--- src/rtl/max7219_display_driver.sv ---
// MAX7219 SPI driver: programs the config registers once after reset, then sends
// the six stopwatch digits as 16-bit address/data frames on every update strobe.
module max7219_display_driver #(
  parameter int         CLK_DIV   = 2,
  parameter logic [3:0] INTENSITY = 4'h8
) (
  input  logic       clk,
  input  logic       res,
  input  logic       upd,
  input  logic [3:0] ces_0X,
  input  logic [3:0] ces_X0,
  input  logic [3:0] sec_0X,
  input  logic [2:0] sec_X0,
  input  logic [3:0] min_0X,
  input  logic [2:0] min_X0,
  output logic       spi_mosi,
  output logic       spi_sclk,
  output logic       spi_cs_n,
  output logic       busy
);

  typedef enum logic [1:0] {ST_INIT = 2'd0, ST_REFRESH = 2'd1, ST_IDLE = 2'd2} state_t;
  typedef enum logic [1:0] {F_LOAD = 2'd0, F_SHIFT = 2'd1, F_GAP = 2'd2} fstate_t;

  localparam logic [8:0] HALF_LAST   = 9'(CLK_DIV - 1);
  localparam logic [8:0] GAP_LAST    = 9'(2 * CLK_DIV - 1);
  localparam logic [3:0] LAST_INIT   = 4'd4;
  localparam logic [3:0] FIRST_DIGIT = 4'd5;
  localparam logic [3:0] LAST_FRAME  = 4'd10;

  // Frames 0..4 are the init words, 5..10 the digit registers 0x01..0x06.
  function automatic logic [15:0] frame_word(input logic [3:0] idx,
                                             input logic [3:0] c0, input logic [3:0] c1,
                                             input logic [3:0] s0, input logic [2:0] s1,
                                             input logic [3:0] m0, input logic [2:0] m1);
    case (idx)
      4'd0:    frame_word = 16'h0F00;
      4'd1:    frame_word = 16'h09FF;
      4'd2:    frame_word = 16'h0B05;
      4'd3:    frame_word = {8'h0A, 4'h0, INTENSITY};
      4'd4:    frame_word = 16'h0C01;
      4'd5:    frame_word = {8'h01, 4'b0000, c0};
      4'd6:    frame_word = {8'h02, 4'b0000, c1};
      4'd7:    frame_word = {8'h03, 4'b1000, s0};
      4'd8:    frame_word = {8'h04, 5'b00000, s1};
      4'd9:    frame_word = {8'h05, 4'b1000, m0};
      4'd10:   frame_word = {8'h06, 5'b00000, m1};
      default: frame_word = 16'h0000;
    endcase
  endfunction

  state_t      r_state, w_state;
  fstate_t     r_fstate, w_fstate;
  logic [3:0]  r_frame, w_frame;
  logic [8:0]  r_div, w_div;
  logic [3:0]  r_bit, w_bit;
  logic [14:0] r_shift, w_shift;
  logic        r_mosi, w_mosi, r_sclk, w_sclk, r_cs_n, w_cs_n;
  logic        r_busy, w_busy, r_pending, w_pending, w_snap;
  logic [3:0]  r_c0, r_c1, r_s0, r_m0, w_c0, w_c1, w_s0, w_m0;
  logic [2:0]  r_s1, r_m1, w_s1, w_m1;
  logic [3:0]  w_gap_idx;
  logic        w_gap_live;
  logic [15:0] w_load_word, w_gap_word;

  // The refresh that follows INIT, and any back-to-back refresh, samples the live inputs.
  assign w_gap_idx   = (r_frame == LAST_FRAME) ? FIRST_DIGIT : r_frame + 4'd1;
  assign w_gap_live  = (r_frame == LAST_INIT) || (r_frame == LAST_FRAME);
  assign w_load_word = frame_word(r_frame, r_c0, r_c1, r_s0, r_s1, r_m0, r_m1);
  assign w_gap_word  = w_gap_live
                     ? frame_word(w_gap_idx, ces_0X, ces_X0, sec_0X, sec_X0, min_0X, min_X0)
                     : frame_word(w_gap_idx, r_c0, r_c1, r_s0, r_s1, r_m0, r_m1);

  // Next-state logic for the sequence and frame machines.
  always_comb begin
    w_state  = r_state;
    w_fstate = r_fstate;
    w_frame  = r_frame;
    w_div    = r_div;
    w_bit    = r_bit;
    w_shift  = r_shift;
    w_mosi   = r_mosi;
    w_sclk   = r_sclk;
    w_cs_n   = r_cs_n;
    w_busy   = r_busy;
    w_snap   = 1'b0;
    if (upd && (r_state != ST_IDLE)) begin
      w_pending = 1'b1;
    end else begin
      w_pending = r_pending;
    end
    case (r_fstate)
      F_LOAD: begin
        if (r_state != ST_IDLE) begin
          w_fstate = F_SHIFT;
          w_cs_n   = 1'b0;
          w_sclk   = 1'b0;
          w_mosi   = w_load_word[15];
          w_shift  = w_load_word[14:0];
          w_bit    = 4'd15;
          w_div    = 9'd0;
          w_busy   = 1'b1;
        end else if (upd) begin
          w_state = ST_REFRESH;
          w_frame = FIRST_DIGIT;
          w_snap  = 1'b1;
        end else begin
          w_state = ST_IDLE;
        end
      end
      F_SHIFT: begin
        if (r_div != HALF_LAST) begin
          w_div = r_div + 9'd1;
        end else if (!r_sclk) begin
          w_div  = 9'd0;
          w_sclk = 1'b1;
        end else if (r_bit == 4'd0) begin
          w_div    = 9'd0;
          w_sclk   = 1'b0;
          w_cs_n   = 1'b1;
          w_mosi   = 1'b0;
          w_fstate = F_GAP;
        end else begin
          w_div   = 9'd0;
          w_sclk  = 1'b0;
          w_bit   = r_bit - 4'd1;
          w_mosi  = r_shift[14];
          w_shift = {r_shift[13:0], 1'b0};
        end
      end
      F_GAP: begin
        if (r_div != GAP_LAST) begin
          w_div = r_div + 9'd1;
        end else if ((r_frame == LAST_FRAME) && !r_pending && !upd) begin
          w_state  = ST_IDLE;
          w_fstate = F_LOAD;
          w_frame  = FIRST_DIGIT;
          w_div    = 9'd0;
          w_busy   = 1'b0;
        end else begin
          w_fstate = F_SHIFT;
          w_frame  = w_gap_idx;
          w_div    = 9'd0;
          w_bit    = 4'd15;
          w_cs_n   = 1'b0;
          w_mosi   = w_gap_word[15];
          w_shift  = w_gap_word[14:0];
          if (w_gap_live) begin
            w_state = ST_REFRESH;
            w_snap  = 1'b1;
          end else begin
            w_state = r_state;
          end
          if (r_frame == LAST_FRAME) begin
            w_pending = 1'b0;
          end else begin
            w_pending = w_pending;
          end
        end
      end
      default: w_fstate = F_LOAD;
    endcase
    w_c0 = w_snap ? ces_0X : r_c0;
    w_c1 = w_snap ? ces_X0 : r_c1;
    w_s0 = w_snap ? sec_0X : r_s0;
    w_s1 = w_snap ? sec_X0 : r_s1;
    w_m0 = w_snap ? min_0X : r_m0;
    w_m1 = w_snap ? min_X0 : r_m1;
  end

  // State and output registers.
  always_ff @(posedge clk or posedge res) begin
    if (res) begin
      r_state   <= ST_INIT;
      r_fstate  <= F_LOAD;
      r_frame   <= 4'd0;
      r_div     <= 9'd0;
      r_bit     <= 4'd0;
      r_shift   <= 15'd0;
      r_mosi    <= 1'b0;
      r_sclk    <= 1'b0;
      r_cs_n    <= 1'b1;
      r_busy    <= 1'b1;
      r_pending <= 1'b0;
      r_c0      <= 4'd0;
      r_c1      <= 4'd0;
      r_s0      <= 4'd0;
      r_s1      <= 3'd0;
      r_m0      <= 4'd0;
      r_m1      <= 3'd0;
    end else begin
      r_state   <= w_state;
      r_fstate  <= w_fstate;
      r_frame   <= w_frame;
      r_div     <= w_div;
      r_bit     <= w_bit;
      r_shift   <= w_shift;
      r_mosi    <= w_mosi;
      r_sclk    <= w_sclk;
      r_cs_n    <= w_cs_n;
      r_busy    <= w_busy;
      r_pending <= w_pending;
      r_c0      <= w_c0;
      r_c1      <= w_c1;
      r_s0      <= w_s0;
      r_s1      <= w_s1;
      r_m0      <= w_m0;
      r_m1      <= w_m1;
    end
  end

  assign spi_mosi = r_mosi;
  assign spi_sclk = r_sclk;
  assign spi_cs_n = r_cs_n;
  assign busy     = r_busy;

endmodule

--- config.mk ---
export PLATFORM = sky130hd
export DESIGN_NAME = max7219_display_driver
export DESIGN_NICKNAME = d
export VERILOG_FILES = /design/src/rtl/max7219_display_driver.sv
export SDC_FILE = /design/constraint.sdc
export NUM_CORES = 1
export LEC_CHECK = 0
export ABC_AREA = 1
export ABC_CLOCK_PERIOD_IN_PS = 1800
export BUFFER_PORTS_ARGS = -buffer_cell sky130_fd_sc_hd__buf_4
export CORE_UTILIZATION = 40
export CTS_BUF_LIST = sky130_fd_sc_hd__clkbuf_4 sky130_fd_sc_hd__clkbuf_8
export DETAILED_ROUTE_END_ITERATION = 8
export PLACE_DENSITY = 0.66
export SYNTH_ARGS = -nofsm -noshare
export SYNTH_HDL_FRONTEND = slang
export SYNTH_SLANG_ARGS = --single-unit
--- constraint.sdc ---
create_clock -name clk -period 1.8 [get_ports clk]
set_input_delay 0 -clock clk [delete_from_list [all_inputs] [get_ports clk]]
set_output_delay 0 -clock clk [all_outputs]
set_load 0.02 [all_outputs]
==> metrics.yaml, run 1 <==
vias_per_cell: 5.192
r2r_start: "r_div[6]"
area_delta_synth_final_pct: 41.69
final_cell_mix: "130 x nand2_1, 77 x buf_4, 59 x inv_1"
grt_pass1_wl_um: 17200
violations: "negative setup slack"
syn_nets: 545
switching_share: 0.2151
relSlewSlack: 0.6426
drt_first_pass_iters: 5
clk_pin_slew_ps: 70
ios: 29
clock_latency_ps: 350
grt_max_degree: 45
finalSetupViolCount: 8
power.leakage_nw: 2.611
cts_made_buffers: 9
final_cell_area_um2: 5320
cts_tree: "yes"
rows: 34
layout_min_cycle_time_ps: 1822
max_freq_mhz: 548.9
grt_usage: 0.2210
coreArea_um2: 8891
synth-seq-cells: 63
cts_buffer_depth: 2
required_ps: 2040
synth_area_leaders: "dfrtp_1 41%, nand2_1 15%, inv_1 6.8%, o21ai_0 6.1%, nor2_1 5.0%"
initial_core_util: 0.4223
yosysWarnings: 0
layout_commonest_cell: "nand2_1"
wl_per_cell_um: 14.68
antenna_cells: 0
r2r_slack_ps: -20
rsz0062_at_grt: "yes"
drt-initial-drc-count: 297
h-tree-depth: 3
pwr_density_cell_nw_per_um2: 534.5
endpoint_kind: "register"
syn_avg_cell_area_um2: 7.319
finalMaxSlewViolations: 0
critPathArrivalTime_ps: 2060
antenna_found_initial: 0
via_count: 3847
switchingPower_uw: 611.8
grt_pass1_vias: 3769
dp_hpwl_um: 7160
yosysTopAreaCell: "dfrtp_1"
clock-sinks: 63
fin_total_pwr_mw: 2.844
max_cap_violations: 0
p_comb_frac: 0.044
seqPwrFrac: 0.498
seq_area_frac_synth: 0.4205
synth_top_area_frac: 0.4065
worstSetupStartpoint: "r_div[6]"
drc: 0
timing.rr.end: "r_c0[0]"
port_buffers: 28
hold_path.class: "primary input to async pin"
gp_congestion: 1.046
die_h_um: 98.89
cts_root_buf: "clkbuf_8"
whs_ps: 251.9
setup-tns-final_ps: -92.45
dp_cells: 683
pre_cts_slack_ps: -63.95
fin_crit_sh: 1.012
ant_nets: 0
reg2regPathDepth: 9
stdcell_count: 741
netlist_instances: 513
placed_cell_area_um2: 4398
nets: 660
synth.distinct_cells: 36
outcome: "finished with violations"
setup_ws_ps: -21.92
drt-total-wl_um: 10880
finalClockSkew_ps: 7.322
cp_max_fo: 5
grt_overflow: 0
final_layout_size_suffix_gt1_frac: 0.3318
critical_path_class: "register to register"
die_w_um: 98.89
fin_util: 0.5984
worst_pin_slew_ps: 535.3
ir_drop_v: 0.0003472
hold_violations: 0
die_area_um2: 9778
p_clk_frac: 0.458
p_int_mw: 2.232
syn-cell-area_um2: 3755
crit_path_start_kind: "register"
-- sequential cells by signal, summed over array words and instances (netlist names), 2 cells and up --
| register | cells |
|---|---|
| r_shift | 15 |
| r_m0 | 4 |
| r_s0 | 4 |
| r_bit | 4 |
| r_state | 2 |
| r_m1 | 3 |
| r_c0 | 4 |
| r_fstate | 2 |
| r_c1 | 4 |
| r_s1 | 3 |
| r_div | 9 |
| r_frame | 4 |
-- cell families (layout without fill, tap and decap cells) --
family	count (synthesis)	in the layout	share of synthesized area
adder cells (fa/ha/maj)	7	7	0.02332
XOR/XNOR	2	2	0.004666
AND/OR/NAND/NOR	250	250	0.2802
flip-flops	63	63	0.4205
buffers and inverters	84	204	0.09596
AO/OA/AOI/OAI	107	107	0.1753
-- cell usage after synthesis --
master / n
dfrtp_1: 61
xor2_1: 1
o21ai_2: 18
o31ai_4: 1
o21ai_1: 1
o21ai_0: 46
nor4_1: 2
o22ai_1: 8
nor2_4: 1
nand2_1: 155
or2_2: 2
ha_1: 7
a31oi_1: 3
nand3_1: 13
nand2_4: 2
inv_4: 1
o211ai_1: 4
clkbuf_1: 4
buf_2: 1
buf_4: 3
inv_2: 3
nor2_8: 1
buf_6: 4
dfstp_2: 2
o21a_1: 1
nor3_1: 11
inv_1: 68
nand4_1: 6
a21oi_1: 21
a22oi_1: 2
nor3b_1: 2
nor2_2: 2
nor2_1: 50
xnor2_1: 1
a21oi_2: 2
nand2_2: 3
-- worst max path at each step --
stage          slack, ps    endpoint  depth (start not counted)
3_5_place_dp         -60    r_div[7]                         10
2_1_floorplan         50    r_bit[0]                         13
3_3_place_gp         -40  r_shift[0]                         14
4_1_cts                4    r_div[4]                         10
5_1_grt             -130     r_c0[0]                         10
6_report             -20     r_c0[0]                          9
-- worst max-delay path, cell delays in order (launching register included) --
cell and delay (ps):
dfrtp_1 410, inv_2 70, nand2_2 60, nor3_4 210
nand3_2 120, buf_6 140, o31ai_4 280, buf_6 190
clkbuf_16 170, o21ai_1 60
-- layer usage --
| metal | track usage | vias up | part of all wire |
|---|---|---|---|
| li1 | - | 1876 | - |
| met1 | 0.2545 | 1796 | 0.41 |
| met2 | 0.3921 | 133 | 0.51 |
| met3 | 0.04326 | 42 | 0.049 |
| met4 | 0.1068 | 0 | 0.038 |
| met5 | 0 | - | 0 |
-- power by group through the flow --
stage	Sequential, mW	Clock, mW	Combinational, mW
2_1_floorplan	1.44	0	0.0234
3_3_place_gp	1.44	0	0.0791
3_5_place_dp	1.44	0	0.0799
4_1_cts	1.42	1.32	0.121
5_1_grt	1.41	1.40	0.137
6_report	1.42	1.30	0.125
-- cell type report --
type / count / area (um2)
multi-input cells: 366 / 2048
fillers: 753 / 3571
flip-flops and latches: 63 / 1583
repair buffers: 116 / 1067
inverters: 72 / 277.8
clock buffers: 13 / 166.4
well taps: 108 / 135.1
clock inverters: 3 / 42.54
-- timing repair --
action                     CTS  global route
resized for setup            3            94
hold buffers                24             0
hold endpoints to repair    49             0
pin swaps                    0            12
setup endpoints to repair   11            58
buffers inserted             1            11
gates cloned                 0             6
Power figures use the tool's default switching activity.
==> run 2: changes to the inputs <==
--- a/config.mk
+++ b/config.mk
@@ -12,6 +12,7 @@
 export CTS_BUF_LIST = sky130_fd_sc_hd__clkbuf_4 sky130_fd_sc_hd__clkbuf_8
 export DETAILED_ROUTE_END_ITERATION = 8
 export PLACE_DENSITY = 0.66
+export SKIP_CTS_REPAIR_TIMING = 1
 export SYNTH_ARGS = -nofsm -noshare
 export SYNTH_HDL_FRONTEND = slang
 export SYNTH_SLANG_ARGS = --single-unit
==> metrics.yaml, run 2 (synthesis gave the netlist of run 1 again) <==
outcome: "finished with violations"
violations: "negative setup slack"
p_clk_frac: 0.458  # about the same
regArea_um2: 1583  # unchanged
pwr_density_cell_nw_per_um2: 533.9  # -0.12%
switching_share: 0.2142  # -0.0009932
max_cap_violations: 0  # unchanged
largest-register: "r_shift"
nets: 660  # unchanged
coreArea_um2: 8891  # unchanged
hold_violations: 0  # unchanged
switchingPower_uw: 608.2  # -0.58%
gp_congestion: 1.046  # unchanged
nFillCells: 768  # +2.0%
critPathMostFrequentCell: "buf_6"
grt_usage: 0.2158  # -0.005174
multi_input_area_um2: 2033  # -0.73%
crit_path_start_kind: "register"
vias_per_cell: 5.146  # -0.88%
path_cells: "inv_2 > nand2_2 > nor3_4 > nand3_2 > buf_6 > o31ai_4 > buf_6 > clkbuf_16 > nand2_1 > o21ai_2"
ir_drop_v: 0.0004388  # +26%
reg2regPathDepth: 10  # +1
fin_total_pwr_mw: 2.840  # -0.12%
drt-initial-drc-count: 223  # -25%
rows: 34  # unchanged
setup-tns-final_ps: -94.37  # -1.924 ps
clock-sinks: 63  # unchanged
via_count: 3813  # -0.88%
dp_hpwl_um: 7160  # unchanged
drc: 0  # unchanged
grt_overflow: 0  # unchanged
port_buffers: 28  # unchanged
required_ps: 2080  # +40 ps
rsz0062_at_grt: "yes"
finalClockSkew_ps: 6.625  # -0.6972 ps
ios: 29  # unchanged
grt_pass1_vias: 3637  # -3.5%
final_layout_size_suffix_gt1_frac: 0.3254  # -0.006319
die_area_um2: 9778  # unchanged
finalMaxSlewViolations: 0  # unchanged
fin_crit_sh: 1.013  # +0.001303
wl_per_cell_um: 14.59  # -0.63%
clk_pin_slew_ps: 70  # about the same
ant_nets: 0  # unchanged
critPathSlowestCell: "dfrtp_1"
cts_root_buf: "clkbuf_8"
seqPwrFrac: 0.498  # about the same
crit_buf_inv: 4  # unchanged
drt_first_pass_iters: 7  # +2
die_w_um: 98.89  # unchanged
cts_buffer_depth: 2  # unchanged
cp_top_family: "buffers and inverters"
die_h_um: 98.89  # unchanged
layout_commonest_cell: "nand2_1"
worst_pin_slew_ps: 535.4  # +0.1253 ps
fin_util: 0.5984  # unchanged
layout_min_cycle_time_ps: 1824  # +2.346 ps
initial_core_util: 0.4223  # unchanged
drt-total-wl_um: 10810  # -0.63%
cts_tree: "yes"
clock_latency_ps: 350  # about the same
antenna_cells: 0  # unchanged
final_cell_mix: "134 x nand2_1, 76 x buf_4, 58 x inv_1, 58 x dfrtp_1, 40 x o21ai_0"
stdcell_count: 741  # unchanged
whs_ps: 256.0  # +4.150 ps
hold_path.class: "primary input to async pin"
p_int_mw: 2.232  # about the same
cts_made_buffers: 9  # unchanged
largest_reg_flops: 15  # unchanged
dp_cells: 683  # unchanged
critPathArrivalTime_ps: 2100  # +40 ps
h-tree-depth: 3  # unchanged
finalSetupViolCount: 7  # -1
antenna_found_initial: 0  # unchanged
cp_max_fo: 6  # +1
grt_max_degree: 45  # unchanged
critical_path_class: "register to register"
cp.depth: 10  # +1
p_comb_frac: 0.044  # about the same
setup_ws_ps: -24.26  # -2.346 ps
reg_top3: "r_shift (15), r_div (9)"
power.leakage_nw: 2.613  # about the same
grt_pass1_wl_um: 16750  # -2.6%
slowest_delay_ps: 410  # about the same
relSlewSlack: 0.6425  # about the same
max_freq_mhz: 548.2  # -0.13%
area_delta_synth_final_pct: 41.69  # unchanged
endpoint_kind: "register"
## run 2: cell types whose count changed in the layout (fill, tap and decap cells not counted), moves of 2 or more
cell | previous run | this run
nand2_2 | 21 | 16
nand2_1 | 130 | 134
o21ai_0 | 37 | 40
o21ai_1 | 8 | 5
inv_2 | 10 | 12
nor2_1 | 37 | 39
nor2_4 | 7 | 5
## run 2: worst paths after layout
| kind | start | endpoint | slack (ps) |
|---|---|---|---|
| min in group clk | min_X0[0] | r_m1[0] | 400 |
| worst min register to register | r_shift[11] | r_shift[11] | 480 |
| worst min-delay path | res | r_m0[3] | 260 |
| worst max register to register | r_div[6] | r_c1[3] | -20 |
| max in group asynchronous | res | spi_cs_n | 890 |
| worst max-delay path | r_div[6] | r_c1[3] | -20 |
## run 2: power groups by stage
stage	clock network, mW	logic, mW	registers [mW]
2_1_floorplan	0	0.0234	1.44
3_3_place_gp	0	0.0791	1.44
3_5_place_dp	0	0.0799	1.44
4_1_cts	1.32	0.0799	1.42
5_1_grt	1.39	0.137	1.41
6_report	1.30	0.125	1.42
## run 2: tightest hold or removal path: stages
cell	delay [ps]
dlygate4sd3_1	540
buf_4	140
inv_2	390
## run 2: metal layers
layer,vias to the layer above,track usage,part of all wire
met5,-,0,0
met1,1781,0.2478,0.42
li1,1875,-,-
met3,38,0.04468,0.047
met2,119,0.3814,0.50
met4,0,0.1056,0.040
## run 2: layout make-up
type                            instances  share of cell area
Clock buffer                           13             0.03128
Clock inverter                          3            0.007996
Inverter                               72             0.05174
Multi-Input combinational cell        366              0.3822
Sequential cell                        63              0.2975
Tap cell                              108             0.02540
Timing Repair Buffer                  116              0.2039
## run 2: through the flow
stage	worst slack, ps	cell area, um2
6_report	-24.26	5320
5_1_grt	-128.0	5320
4_1_cts	-82.80	4607
3_5_place_dp	-63.95	4398
3_3_place_gp	-40.52	4398
2_1_floorplan	48.58	3757
==> run 3: changes to the inputs <==
--- a/config.mk
+++ b/config.mk
@@ -5,7 +5,6 @@
 export SDC_FILE = /design/constraint.sdc
 export NUM_CORES = 1
 export LEC_CHECK = 0
-export ABC_AREA = 1
 export ABC_CLOCK_PERIOD_IN_PS = 1800
 export BUFFER_PORTS_ARGS = -buffer_cell sky130_fd_sc_hd__buf_4
 export CORE_UTILIZATION = 40
==> metrics.yaml, run 3 <==
h-tree-depth: 3  # unchanged
largest_reg_flops: 15  # unchanged
p_comb_frac: 0.046  # +0.002
hold_path.class: "primary input to async pin"
synth.distinct_cells: 67  # +86%
drt-initial-drc-count: 281  # +26%
netlist_instances: 432  # -16%
hold_violations: 0  # unchanged
seq_area_frac_synth: 0.3924  # -0.02811
wl_per_cell_um: 16.96  # +16%
max_freq_mhz: 471.7  # -14%
layout_min_cycle_time_ps: 2120  # +295.7 ps
area_delta_synth_final_pct: 49.91
coreArea_um2: 9774  # +9.9%
drt-total-wl_um: 12030  # +11%
finalSetupViolCount: 50  # +43
seqPwrFrac: 0.511  # +0.013
largest-register: "r_shift"
async_reset_ff_frac: 1.000  # unchanged
grt_pass1_wl_um: 18140  # +8.3%
synth_ff_type: "dfrtp_1"
synth-seq-cells: 63  # unchanged
setup_ws_ps: -319.9  # -295.7 ps
multi_input_area_um2: 2645  # +30%
die_w_um: 102.3  # +3.4%
die_area_um2: 10460  # +7.0%
crit_path_start_kind: "register"
drc: 0  # unchanged
synth_top_area_frac: 0.3794  # -0.02718
drt_first_pass_iters: 5  # -2
critical_path_class: "register to register"
critPathArrivalTime_ps: 2350  # +250 ps
vias_per_cell: 5.822  # +13%
worst_pin_slew_ps: 539.1  # +3.631 ps
rsz0062_at_grt: "yes"
syn_nets: 464  # -15%
reg_top3: "r_shift (15), r_div (9)"
syn_avg_cell_area_um2: 9.314  # +27%
fin_crit_sh: 1.178  # +0.1643
switching_share: 0.2234  # +0.009209
nFillCells: 794  # +3.4%
synth_area_leaders: "dfrtp_1 38%, mux2_2 7.0%, o21ai_0 4.6%, nand2_1 3.3%, a21oi_1 2.7%"
p_int_mw: 2.149  # -3.7%
die_h_um: 102.3  # +3.4%
placed_cell_area_um2: 5040  # +15%
final_cell_mix: "121 x buf_4, 60 x dfrtp_1, 34 x nand2_1"
cts_buffer_depth: 2  # unchanged
p_clk_frac: 0.443  # -0.015
pwr_density_cell_nw_per_um2: 458.7  # -14%
regArea_um2: 1580  # -0.16%
via_count: 4128  # +8.3%
nets: 604  # -8.5%
clock-sinks: 63  # unchanged
ios: 29  # unchanged
violations: "negative setup slack"
grt_overflow: 0  # unchanged
syn-cell-area_um2: 4024  # +7.2%
synth_edf_count: 0  # unchanged
finalClockSkew_ps: 13.53  # +6.903 ps
rows: 36  # +5.9%
port_buffers: 28  # unchanged
fin_util: 0.6171  # +0.01876
switchingPower_uw: 618.0  # +1.6%
layout_commonest_cell: "buf_4"
cp_max_fo: 5  # -1
ant_nets: 0  # unchanged
ir_drop_v: 0.0003541  # -19%
clk_pin_slew_ps: 70  # about the same
clock_latency_ps: 350  # about the same
required_ps: 2030  # -50 ps
endpoint_kind: "register"
outcome: "finished with violations"
grt_usage: 0.2209  # +0.005093
antenna_cells: 0  # unchanged
max_cap_violations: 0  # unchanged
yosysTopAreaCell: "dfrtp_1"
yosysWarnings: 0  # unchanged
cts_tree: "yes"
grt_max_degree: 25  # -44%
cts_root_buf: "clkbuf_8"
cts_made_buffers: 9  # unchanged
gp_congestion: 0.9006  # -14%
initial_core_util: 0.4117  # -0.01064
power.leakage_nw: 2.693  # +3.1%
finalMaxSlewViolations: 0  # unchanged
grt_pass1_vias: 3880  # +6.7%
synth.most_common_cell: "dfrtp_1"
setup-tns-final_ps: -7498  # -7404 ps
dp_hpwl_um: 7861  # +9.8%
final_cell_area_um2: 6032  # +13%
synthTopCellsByCount: "61 x dfrtp_1, 37 x o21ai_0, 35 x nand2_1, 26 x nor2_1, 25 x mux2_2"
antenna_found_initial: 0  # unchanged
final_layout_size_suffix_gt1_frac: 0.4132  # +0.08776
relSlewSlack: 0.6393  # -0.003227
fin_total_pwr_mw: 2.767  # -2.6%
run 3: cell types whose count changed after synthesis, sizes merged, moves of 19 or more:
cell    before  now
nand2      160   35
inv         72   13
nor2        54   26
o21ai       65   39
mux2         0   25
clkbuf       4   23
run 3: cell families (layout without fill, tap and decap cells):
| kind of cell | count (synthesis) | count (layout) | share of synthesized area |
|---|---|---|---|
| AOI/OAI and AO/OA | 155 | 155 | 0.2733 |
| DFF | 63 | 63 | 0.3924 |
| adders and majority gates | 7 | 7 | 0.02177 |
| muxes | 31 | 31 | 0.08489 |
| xor gates and xnor gates | 1 | 1 | 0.002177 |
| buffers and inverters | 48 | 192 | 0.05255 |
| and+or+nand+nor | 127 | 127 | 0.1729 |
run 3: worst paths after layout:
path / from / end / slack, ps / cells after the start
max reg2reg: r_fstate[0] / r_bit[0] / -320 / 8
max: r_fstate[0] / r_bit[0] / -320 / 8
min in group clk: min_0X[2] / r_m0[2] / 420 / 3
min: res / r_shift[11] / 250 / 3
min reg2reg: r_shift[10] / r_shift[10] / 490 / 2
max in group asynchronous: res / r_shift[3] / 890 / 4
run 3: metrics by stage:
step	worst slack, ps	hold WS [ps]	std cells
finish	-319.9	247.7	709
global route	-383.8	276.8	709
CTS	-208.8	-310.3	664
detailed placement	-184.3	60.10	649
global placement	-146.5	61.76	649
floorplan	-220.9	148.0	432
run 3: area by class of cell:
class | count | share of cell area
Multi-Input combinational cell | 321 | 0.4385
Sequential cell | 63 | 0.2620
Timing Repair Buffer | 162 | 0.2317
Inverter | 15 | 0.009334
Tap cell | 133 | 0.02759
Clock inverter | 4 | 0.007882
Clock buffer | 11 | 0.02302
run 3: per-layer routing:
layer / global-route usage / share of wire / up-vias / wire, um
li1: - / - / 1921 / -
met1: 0.2906 / 0.44 / 2040 / 5317
met2: 0.3619 / 0.49 / 136 / 5875
met3: 0.04241 / 0.042 / 31 / 509
met4: 0.08022 / 0.027 / 0 / 325
met5: 0 / 0 / - / 0
run 3: power by group through the flow:
stage                     logic, mW  clock network [mW]  registers [mW]
after floorplan              0.0250                   0            1.44
after global placement       0.0857                   0            1.44
after detailed placement     0.0866                   0            1.44
after CTS                    0.0870                1.24            1.41
after global routing          0.140                1.30            1.41
final                         0.127                1.23            1.42
run 3: critical path, cell delays in order (launching register included):
cell and delay [ps]:
dfrtp_1 370, inv_2 70, ha_4 160, and3b_2 210, buf_6 110, a311o_1 370, nor4_4 430, buf_4 190
a31oi_1 80
